==> src/rtl/clk_ctrl_pkg.sv <==
// Shared types and defaults for the clock-enable controller.
package clk_ctrl_pkg;

    typedef enum logic [1:0] {RUN, HALTING, HALTED, STEP} clk_state_t;

    localparam int unsigned CLK_DIV_W_DEF = 8;

endpackage

==> src/rtl/clk_en_counter.sv <==
// Loadable terminal-count counter: counts 0..div-1 while enabled, clr forces 0.
module clk_en_counter
    import clk_ctrl_pkg::*;
#(
    parameter int unsigned DIV_W = CLK_DIV_W_DEF
) (
    input  logic             clk_in,
    input  logic             rst,
    input  logic             en,
    input  logic             clr,
    input  logic [DIV_W-1:0] div,
    output logic             tc
);

    logic [DIV_W-1:0] cnt;

    assign tc = (cnt == div - 1'b1);

    always_ff @(posedge clk_in or posedge rst) begin
        if (rst) begin
            cnt <= '0;
        end else if (clr) begin
            cnt <= '0;
        end else if (en) begin
            cnt <= tc ? '0 : cnt + 1'b1;
        end
    end

endmodule

==> src/rtl/clk_en_controller.sv <==
// Run/halt/single-step controller producing a divided one-cycle clock-enable strobe,
// with a valid/ready port for divide-ratio updates applied at period boundaries.
module clk_en_controller
    import clk_ctrl_pkg::*;
#(
    parameter int unsigned DIV_W       = CLK_DIV_W_DEF,
    parameter int unsigned DEFAULT_DIV = 2,
    parameter bit          START_RUN   = 1'b1
) (
    input  logic             clk_in,
    input  logic             rst,
    input  logic             cfg_valid,
    input  logic [DIV_W-1:0] cfg_div,
    output logic             cfg_ready,
    output logic             cfg_err,
    input  logic             halt_req,
    input  logic             run_req,
    input  logic             step_req,
    output logic             clk_en,
    output logic             halted,
    output logic [DIV_W-1:0] active_div,
    output logic [31:0]      en_count
);

    clk_state_t       state, state_d;
    logic             counting;
    logic             tc;
    logic             strobe;
    logic             apply;
    logic             xfer;
    logic             pend_valid;
    logic [DIV_W-1:0] pend_div;

    clk_en_counter #(
        .DIV_W (DIV_W)
    ) u_counter (
        .clk_in (clk_in),
        .rst    (rst),
        .en     (counting),
        .clr    (!counting || apply),
        .div    (active_div),
        .tc     (tc)
    );

    always_comb begin
        state_d  = state;
        counting = (state != HALTED);
        strobe   = counting && tc;
        // Halted applies a pending ratio straight away; otherwise wait for the period end.
        apply    = pend_valid && (!counting || strobe);
        xfer     = cfg_valid && !pend_valid;
        unique case (state)
            RUN: begin
                if (halt_req) state_d = HALTING;
            end
            HALTING: begin
                if (run_req && !halt_req) state_d = RUN;
                else if (tc)              state_d = HALTED;
            end
            HALTED: begin
                if (halt_req)      state_d = HALTED;
                else if (run_req)  state_d = RUN;
                else if (step_req) state_d = STEP;
            end
            STEP: begin
                if (run_req)  state_d = RUN;
                else if (tc)  state_d = HALTED;
            end
            default: state_d = state;
        endcase
    end

    always_ff @(posedge clk_in or posedge rst) begin
        if (rst) begin
            state <= START_RUN ? RUN : HALTED;
        end else begin
            state <= state_d;
        end
    end

    always_ff @(posedge clk_in or posedge rst) begin
        if (rst) begin
            clk_en     <= 1'b0;
            active_div <= DIV_W'(DEFAULT_DIV);
            pend_valid <= 1'b0;
            pend_div   <= '0;
            cfg_err    <= 1'b0;
            en_count   <= '0;
        end else begin
            clk_en <= strobe;
            if (strobe) en_count <= en_count + 32'd1;
            if (apply) begin
                active_div <= pend_div;
                pend_valid <= 1'b0;
            end
            // A zero ratio still completes the handshake but is dropped.
            if (xfer) begin
                if (cfg_div == '0) begin
                    cfg_err <= 1'b1;
                end else begin
                    pend_valid <= 1'b1;
                    pend_div   <= cfg_div;
                end
            end
        end
    end

    assign cfg_ready = !pend_valid;
    assign halted    = (state == HALTED);

endmodule

==> config.mk <==
export PLATFORM = sky130hd
export DESIGN_NAME = clk_en_controller
export DESIGN_NICKNAME = d
export VERILOG_FILES = /design/src/rtl/clk_ctrl_pkg.sv /design/src/rtl/clk_en_counter.sv /design/src/rtl/clk_en_controller.sv
export SDC_FILE = /design/constraint.sdc
export NUM_CORES = 1
export LEC_CHECK = 0
export ABC_AREA = 1
export BUFFER_PORTS_ARGS = -buffer_cell sky130_fd_sc_hd__buf_2
export CAP_MARGIN = 15
export CORE_UTILIZATION = 40
export CTS_CLUSTER_SIZE = 30
export DETAILED_ROUTE_END_ITERATION = 8
export GPL_TIMING_DRIVEN = 0
export HOLD_SLACK_MARGIN = 0.06
export PLACE_DENSITY_LB_ADDON = 0.2
export SLEW_MARGIN = 30
export SYNTH_ARGS = -nofsm -noshare
export SYNTH_HDL_FRONTEND = slang
export SYNTH_SLANG_ARGS = --single-unit
export TNS_END_PERCENT = 30
==> constraint.sdc <==
create_clock -name clk_in -period 2.1 [get_ports clk_in]
set_input_delay 0.42 -clock clk_in [delete_from_list [all_inputs] [get_ports clk_in]]
set_output_delay 0.42 -clock clk_in [all_outputs]
set_load 0.01 [all_outputs]
==> results.py, run 1 <==
metrics = {
    "logic_synthesis": {
        "yosys_warnings": 0,
        "synth_cell_types": 33,
        "yosys-top-cells-area": "dfrtp_1 (38%), nand2_1 (20%), nor2_1 (6.7%), nand4_1 (5.6%), inv_1 (5.5%)",
        "async_flop_share": 1.00,
        "yosysMostFrequentCell": "nand2_1",
        "yosysSeqAreaShare": 0.388,
        "ys_seq_elements": 61,
        "synth_edf_count": 0,
        "yosysTopAreaCellShare": 0.382,
        "netlist_instances": 572,
        "syn_avg_cell_area_um2": 6.88,
        "synthesis.nets": 589,
        "yosys.area.top_type": "dfrtp_1",
        "synth_commonest_cells": "nand2_1 (214), nor2_1 (70), dfrtp_1 (60), inv_1 (58), nand4_1 (35)",
        "synthFlopType": "dfrtp_1",
        "synth.cell_area_um2": 3930,
    },
    "global_routing": {
        "grt_pass1_wl_mm": 17.9,
        "globalRouteTotalUtil": 0.227,
        "grt_pass1_vias": 3605,
        "gr-total-overflow": 0,
        "antenna_found_initial": 0,
        "grt_max_degree": 42,
    },
    "sta": {
        "setup_viol_count_final": 0,
        "slew_violations": 0,
        "tns_ns": 0,
        "hold_viol_final": 0,
        "worst_pin_slew_ns": 0.616,
        "fmax_mhz": 498,
        "finalCritPeriodShare": 0.957,
        "finClkSkew_ns": 0.0102,
        "period_minus_slack_ns": 2.01,
        "slew_headroom": 0.590,
    },
    "critical_path": {
        "start_kind": "flip-flop",
        "crit_required_ns": 2.33,
        "critPathArrivalTime_ns": 2.24,
        "path_cells": "inv_2 > ha_4 > nand2_4 > o21ai_4 > nand2_2 > nand2_1 > nand2_2 > nand2_2 > nor2_4 > nand3_4 > buf_8 > nand2_1 > nand2_1",
        "crit_family": "simple AND/OR/NAND/NOR gates",
        "reg2regPathDepth": 13,
        "crit_path_end": "en_count[2]",
        "cp_num_buf_inv": 2,
        "cp_slowest_cell": "dfstp_2",
        "end_kind": "flip-flop",
        "crit_cells": 13,
        "criticalPathCategory": "flip-flop to flip-flop",
        "slowest_delay_ns": 0.56,
        "reg2reg_slack_ns": 0.09,
        "r2r_start": "active_div[1]",
        "crit_start": "active_div[1]",
        "reg2reg_to": "en_count[2]",
        "critPathMaxFanout": 10,
    },
    "power_and_ir_drop": {
        "switchingPower_uw": 2390,
        "total_power_uw": 5600,
        "irDropWorstVdd_uv": 608,
        "p_leak_uw": 0.00259,
        "p_per_area_nw_per_um2": 1140,
        "combPwrFrac": 0.460,
        "p_int_uw": 3210,
        "p_sw_frac": 0.427,
        "clock_power_share": 0.237,
        "p_seq_frac": 0.303,
    },
    "clock_tree": {
        "htree_levels": 3,
        "cts_tree": "done",
        "cts_buffer_depth": 2,
        "cts_root_buf": "clkbuf_8",
        "clk_latency_ns": 0.35,
        "cts.sinks": 61,
        "cts_buffers": 9,
        "clkSlewWorstSetupHoldPaths_ns": 0.08,
    },
    "detailed_routing": {
        "drt_iter0_markers": 312,
        "drc": 0,
        "wl_per_cell_um": 14.2,
        "vias": 3931,
        "routed_wl_mm": 11.1,
        "routed_via_density": 4.99,
        "dr.pass1.iters": 5,
        "ant_nets": 0,
    },
    "placed_design": {
        "dpl_cell_area_um2": 4400,
        "io_buffers": 57,
        "dp_hpwl_mm": 7.99,
        "finalWeightedCongestion": 0.925,
        "post-place-cells": 759,
    },
    "layout": {
        "post-route-cell-area_um2": 4910,
        "fin_cells": 787,
        "drive_gt1_frac": 0.214,
        "area_growth_syn_to_layout_pct": 24.8,
        "nFillCells": 957,
        "fin_nets": 670,
        "antenna-diode-count": 0,
    },
    "run_status": {
        "status": "finished clean",
    },
    "floorplanning": {
        "die_height_um": 101,
        "die_w_um": 101,
        "io_pins": 58,
        "initial_core_util": 0.420,
        "rows": 35,
        "core_um2": 9370,
        "die_area_um2": 10200,
    },
    "worst_hold_path": {
        "hold_path_class": "primary input to flip-flop",
    },
    "job": {
        "drv_cap": 0,
    },
}
## worst register-to-register path: stages (launching register included)
cell and delay, ns:
dfstp_2 0.56, inv_2 0.05, ha_4 0.18, nand2_4 0.09, o21ai_4 0.08, nand2_2 0.09, nand2_1 0.06, nand2_2 0.08
nand2_2 0.07, nor2_4 0.16, nand3_4 0.17, buf_8 0.19, nand2_1 0.06, nand2_1 0.06
## layer usage
layer | global-route usage | vias to the layer above | wire, um
li1 | - | 1976 | -
met1 | 0.341 | 1855 | 5630
met2 | 0.332 | 92 | 4830
met3 | 0.0373 | 8 | 539
met4 | 0.0691 | 0 | 136
met5 | 0 | - | 0
## power groups by stage
stage	Clock, uW	Combinational [uW]	Sequential (uW)
floorplan	0	1630	1670
global placement	0	2080	1700
detailed placement	0	2130	1710
CTS	1340	2190	1680
global route	1400	2850	1740
finish	1330	2580	1700
## state kept, by name (all words and copies together) (netlist names)
| signal | cells |
|---|---|
| active_div | 8 |
| cfg_err | 1 |
| clk_en | 1 |
| en_count | 32 |
| pend_div | 8 |
| pend_valid | 1 |
| state | 2 |
| u_counter.cnt | 8 |
## cells in the final DEF (no fill, tap or decap), types with 5 or more instances in the layout
master	Yosys	routed
xor2_1	19	18
nand3_1	34	28
buf_4	3	12
inv_2	3	6
nand3_2	1	6
nor2_1	70	67
nor3_1	11	11
nand2_1	214	208
clkbuf_8	0	9
dfrtp_1	60	57
clkbuf_1	5	5
inv_1	58	53
nand3b_1	8	8
xnor2_1	6	6
nand2_2	4	8
buf_2	3	57
o21ai_0	13	13
nand4_1	35	35
nor2_2	3	6
## stage by stage
step                utilization  hold WS [ns]  setup slack, ns
global route              0.524         0.346         -0.00514
detailed placement        0.470         0.393          -0.0367
floorplan                     -         0.454            0.162
finish                    0.524         0.340           0.0903
CTS                       0.502         0.330         -0.00329
global placement          0.467         0.437           -0.645
## cells by family (layout without fill, tap and decap cells)
| kind of cell | Yosys count | in the layout | synth area share |
|---|---|---|---|
| flops | 61 | 61 | 0.388 |
| xor+xnor | 25 | 25 | 0.0557 |
| simple gates | 386 | 386 | 0.432 |
| buf+inv | 77 | 163 | 0.0849 |
| fa+ha+maj | 3 | 3 | 0.00954 |
| compound gates | 20 | 20 | 0.0293 |
## how the worst min path moves through the flow
stage | startpoint | end | slack (ns) | depth (start not counted)
detailed placement | rst | cfg_err | 0.39 | 2
floorplan | pend_div[6] | pend_div[6] | 0.45 | 2
global route | cfg_div[1] | pend_div[1] | 0.35 | 3
finish | cfg_div[1] | pend_div[1] | 0.34 | 3
CTS | cfg_div[7] | pend_div[7] | 0.33 | 3
global placement | cfg_err | cfg_err | 0.44 | 1
## area by class of cell
| cell class | count | area (um2) | area share |
|---|---|---|---|
| Buffer | 15 | 124 | 0.0252 |
| Clock buffer | 9 | 124 | 0.0252 |
| Clock inverter | 7 | 124 | 0.0252 |
| Inverter | 62 | 238 | 0.0484 |
| Multi-Input combinational cell | 434 | 2170 | 0.442 |
| Sequential cell | 61 | 1530 | 0.312 |
| Tap cell | 129 | 161 | 0.0329 |
| Timing Repair Buffer | 70 | 437 | 0.0889 |
## what timing repair did
item,in CTS,in global routing
gates resized for setup,5,35
gates cloned,0,2
hold buffers,1,0
endpoints found under the setup margin,38,48
hold endpoints to repair,19,0
setup buffers,4,5
pin swaps,3,10
Note: power is estimated with default switching activity, not from simulation.
==> inputs of run 2 (changes only) <==
==> constraint.sdc (replaced) <==
create_clock -name clk_in -period 1.99 [get_ports clk_in]
set_input_delay 0.398 -clock clk_in [delete_from_list [all_inputs] [get_ports clk_in]]
set_output_delay 0.398 -clock clk_in [all_outputs]
set_load 0.01 [all_outputs]
==> results.py, run 2 (synthesis gave the netlist of run 1 again) <==
metrics = {
    "layout": {
        "top_register": "en_count",
        "layout_commonest_cell": "nand2_1",
        "fin_nets": 675,
        "largest_reg_flops": 32,
        "drive_gt1_frac": 0.235,
        "fin_util": 0.536,
        "area_growth_syn_to_layout_pct": 27.8,
        "antenna-diode-count": 0,
        "final_cell_mix": "nand2_1 (205), nor2_1 (62), buf_2 (57)",
    },
    "sta": {
        "setup_viol_count_final": 0,
        "slew_headroom": 0.605,
        "finClkSkew_ns": 0.0105,
        "fmax_mhz": 509,
        "worst_pin_slew_ns": 0.592,
        "finalCritPeriodShare": 0.988,
        "period_minus_slack_ns": 1.97,
        "slew_violations": 0,
        "hold_viol_final": 0,
        "rsz0062_at_grt": "yes",
        "finalWorstSetupSlack_ns": 0.0240,
    },
    "power_and_ir_drop": {
        "p_int_uw": 3510,
        "p_seq_frac": 0.295,
        "p_sw_frac": 0.427,
        "p_leak_uw": 0.00264,
        "irDropWorstVdd_uv": 646,
        "p_per_area_nw_per_um2": 1220,
        "switchingPower_uw": 2610,
        "combPwrFrac": 0.477,
        "clock_power_share": 0.228,
    },
    "global_routing": {
        "grt_pass1_wl_mm": 18.2,
        "antenna_found_initial": 0,
        "globalRouteTotalUtil": 0.231,
        "grt_max_degree": 42,
        "gr-total-overflow": 0,
        "grt_pass1_vias": 3651,
    },
    "critical_path": {
        "critPathArrivalTime_ns": 2.20,
        "crit_cells": 12,
        "critPathMaxFanout": 10,
        "crit_required_ns": 2.22,
        "reg2regPathDepth": 12,
        "end_kind": "flip-flop",
        "start_kind": "flip-flop",
        "crit_family": "simple AND/OR/NAND/NOR gates",
        "cp_num_buf_inv": 4,
        "criticalPathCategory": "flip-flop to flip-flop",
        "slowest_delay_ns": 0.54,
        "path_cells": "inv_2 > ha_4 > inv_2 > nand2_1 > nand3_2 > nand2_2 > nor3_4 > buf_6 > nand3_4 > buf_8 > nand2_1 > nand2_1",
        "cpMostUsedCell": "nand2_1",
        "cp_slowest_cell": "dfstp_2",
    },
    "clock_tree": {
        "htree_levels": 3,
        "clk_latency_ns": 0.35,
        "cts_root_buf": "clkbuf_8",
        "cts_buffers": 9,
        "cts.sinks": 61,
        "cts_tree": "done",
        "clkSlewWorstSetupHoldPaths_ns": 0.08,
        "cts_buffer_depth": 2,
    },
    "floorplanning": {
        "rows": 35,
        "core_um2": 9370,
        "io_pins": 58,
        "initial_core_util": 0.420,
        "die_height_um": 101,
        "die_area_um2": 10200,
        "die_w_um": 101,
    },
    "worst_hold_path": {
        "holdPathStages": 3,
        "hold_path_class": "primary input to flip-flop",
    },
    "placed_design": {
        "dp_hpwl_mm": 7.99,
        "placement.setup.worst_slack_ns": -0.147,
        "finalWeightedCongestion": 0.925,
        "io_buffers": 57,
    },
    "detailed_routing": {
        "wl_per_cell_um": 14.3,
        "vias": 3980,
        "drt_iter0_markers": 234,
        "routed_wl_mm": 11.3,
        "routed_via_density": 5.03,
        "ant_nets": 0,
        "dr.pass1.iters": 5,
        "drc": 0,
    },
    "run_status": {
        "status": "finished clean",
    },
    "job": {
        "drv_cap": 0,
    },
}
run 2: cell count changes in the layout (fill, tap and decap cells not counted), sizes merged:
cell and delta:
buf +7, clkbuf -2
run 2: layer usage:
layer	GRT usage	part of all wire	vias to the layer above
met1	0.345	0.48	1837
met5	0	0	-
met2	0.340	0.43	136
met3	0.0373	0.064	16
met4	0.0725	0.019	0
li1	-	-	1991
run 2: per-stage QoR:
stage                     cell area [um2]  instances     TNS (ns)  power (uW)  hold WS [ns]
final                                5030        792            0        6110         0.318
after global routing                 5030        792        -3.87        6550         0.324
after CTS                            4800        784  -0.00000111        5620         0.308
after detailed placement             4400        759        -5.25        4050         0.371
after global placement               4380        758       -47.24        3990         0.437
after floorplan                      3930        572            0        3480         0.454
run 2: worst paths after layout:
kind,from,to,slack [ns]
worst max-delay path,active_div[1],en_count[30],0.02
worst min-delay path,halt_req,state[1],0.32
worst max register to register,active_div[1],en_count[30],0.02
worst min register to register,cfg_err,cfg_err,0.47
max in group asynchronous,rst,en_count[0],0.91
min in group asynchronous,rst,active_div[4],0.54
run 2: layout make-up:
class	count	area, um2
timing repair buffer	75	497
buffer	15	131
tap	129	161
sequential	61	1530
multi-input combinational	434	2220
fill	937	4340
clock buffer	9	124
inverter	62	235
clock inverter	7	124
run 2: power by group through the flow:
stage          registers, uW  clock network (uW)  logic [uW]
2_1_floorplan           1760                   0        1720
3_3_place_gp            1790                   0        2190
3_5_place_dp            1800                   0        2240
4_1_cts                 1770                1420        2430
5_1_grt                 1840                1480        3230
6_report                1800                1390        2920
run 2: what timing repair did:
action                     CTS  global route
pin swaps                    5            16
resized for setup           16            43
hold endpoints to repair    19             0
buffers inserted             7             7
hold buffers                 1             0
setup endpoints to repair   48            50
cloned                       1             1
run 2: worst reg2reg max path: cells and delay by family (launching register included):
family	cells	cell delay, ns
fa+ha+maj	1	0.18
flops	1	0.54
buf+inv	4	0.44
simple gates	7	0.69
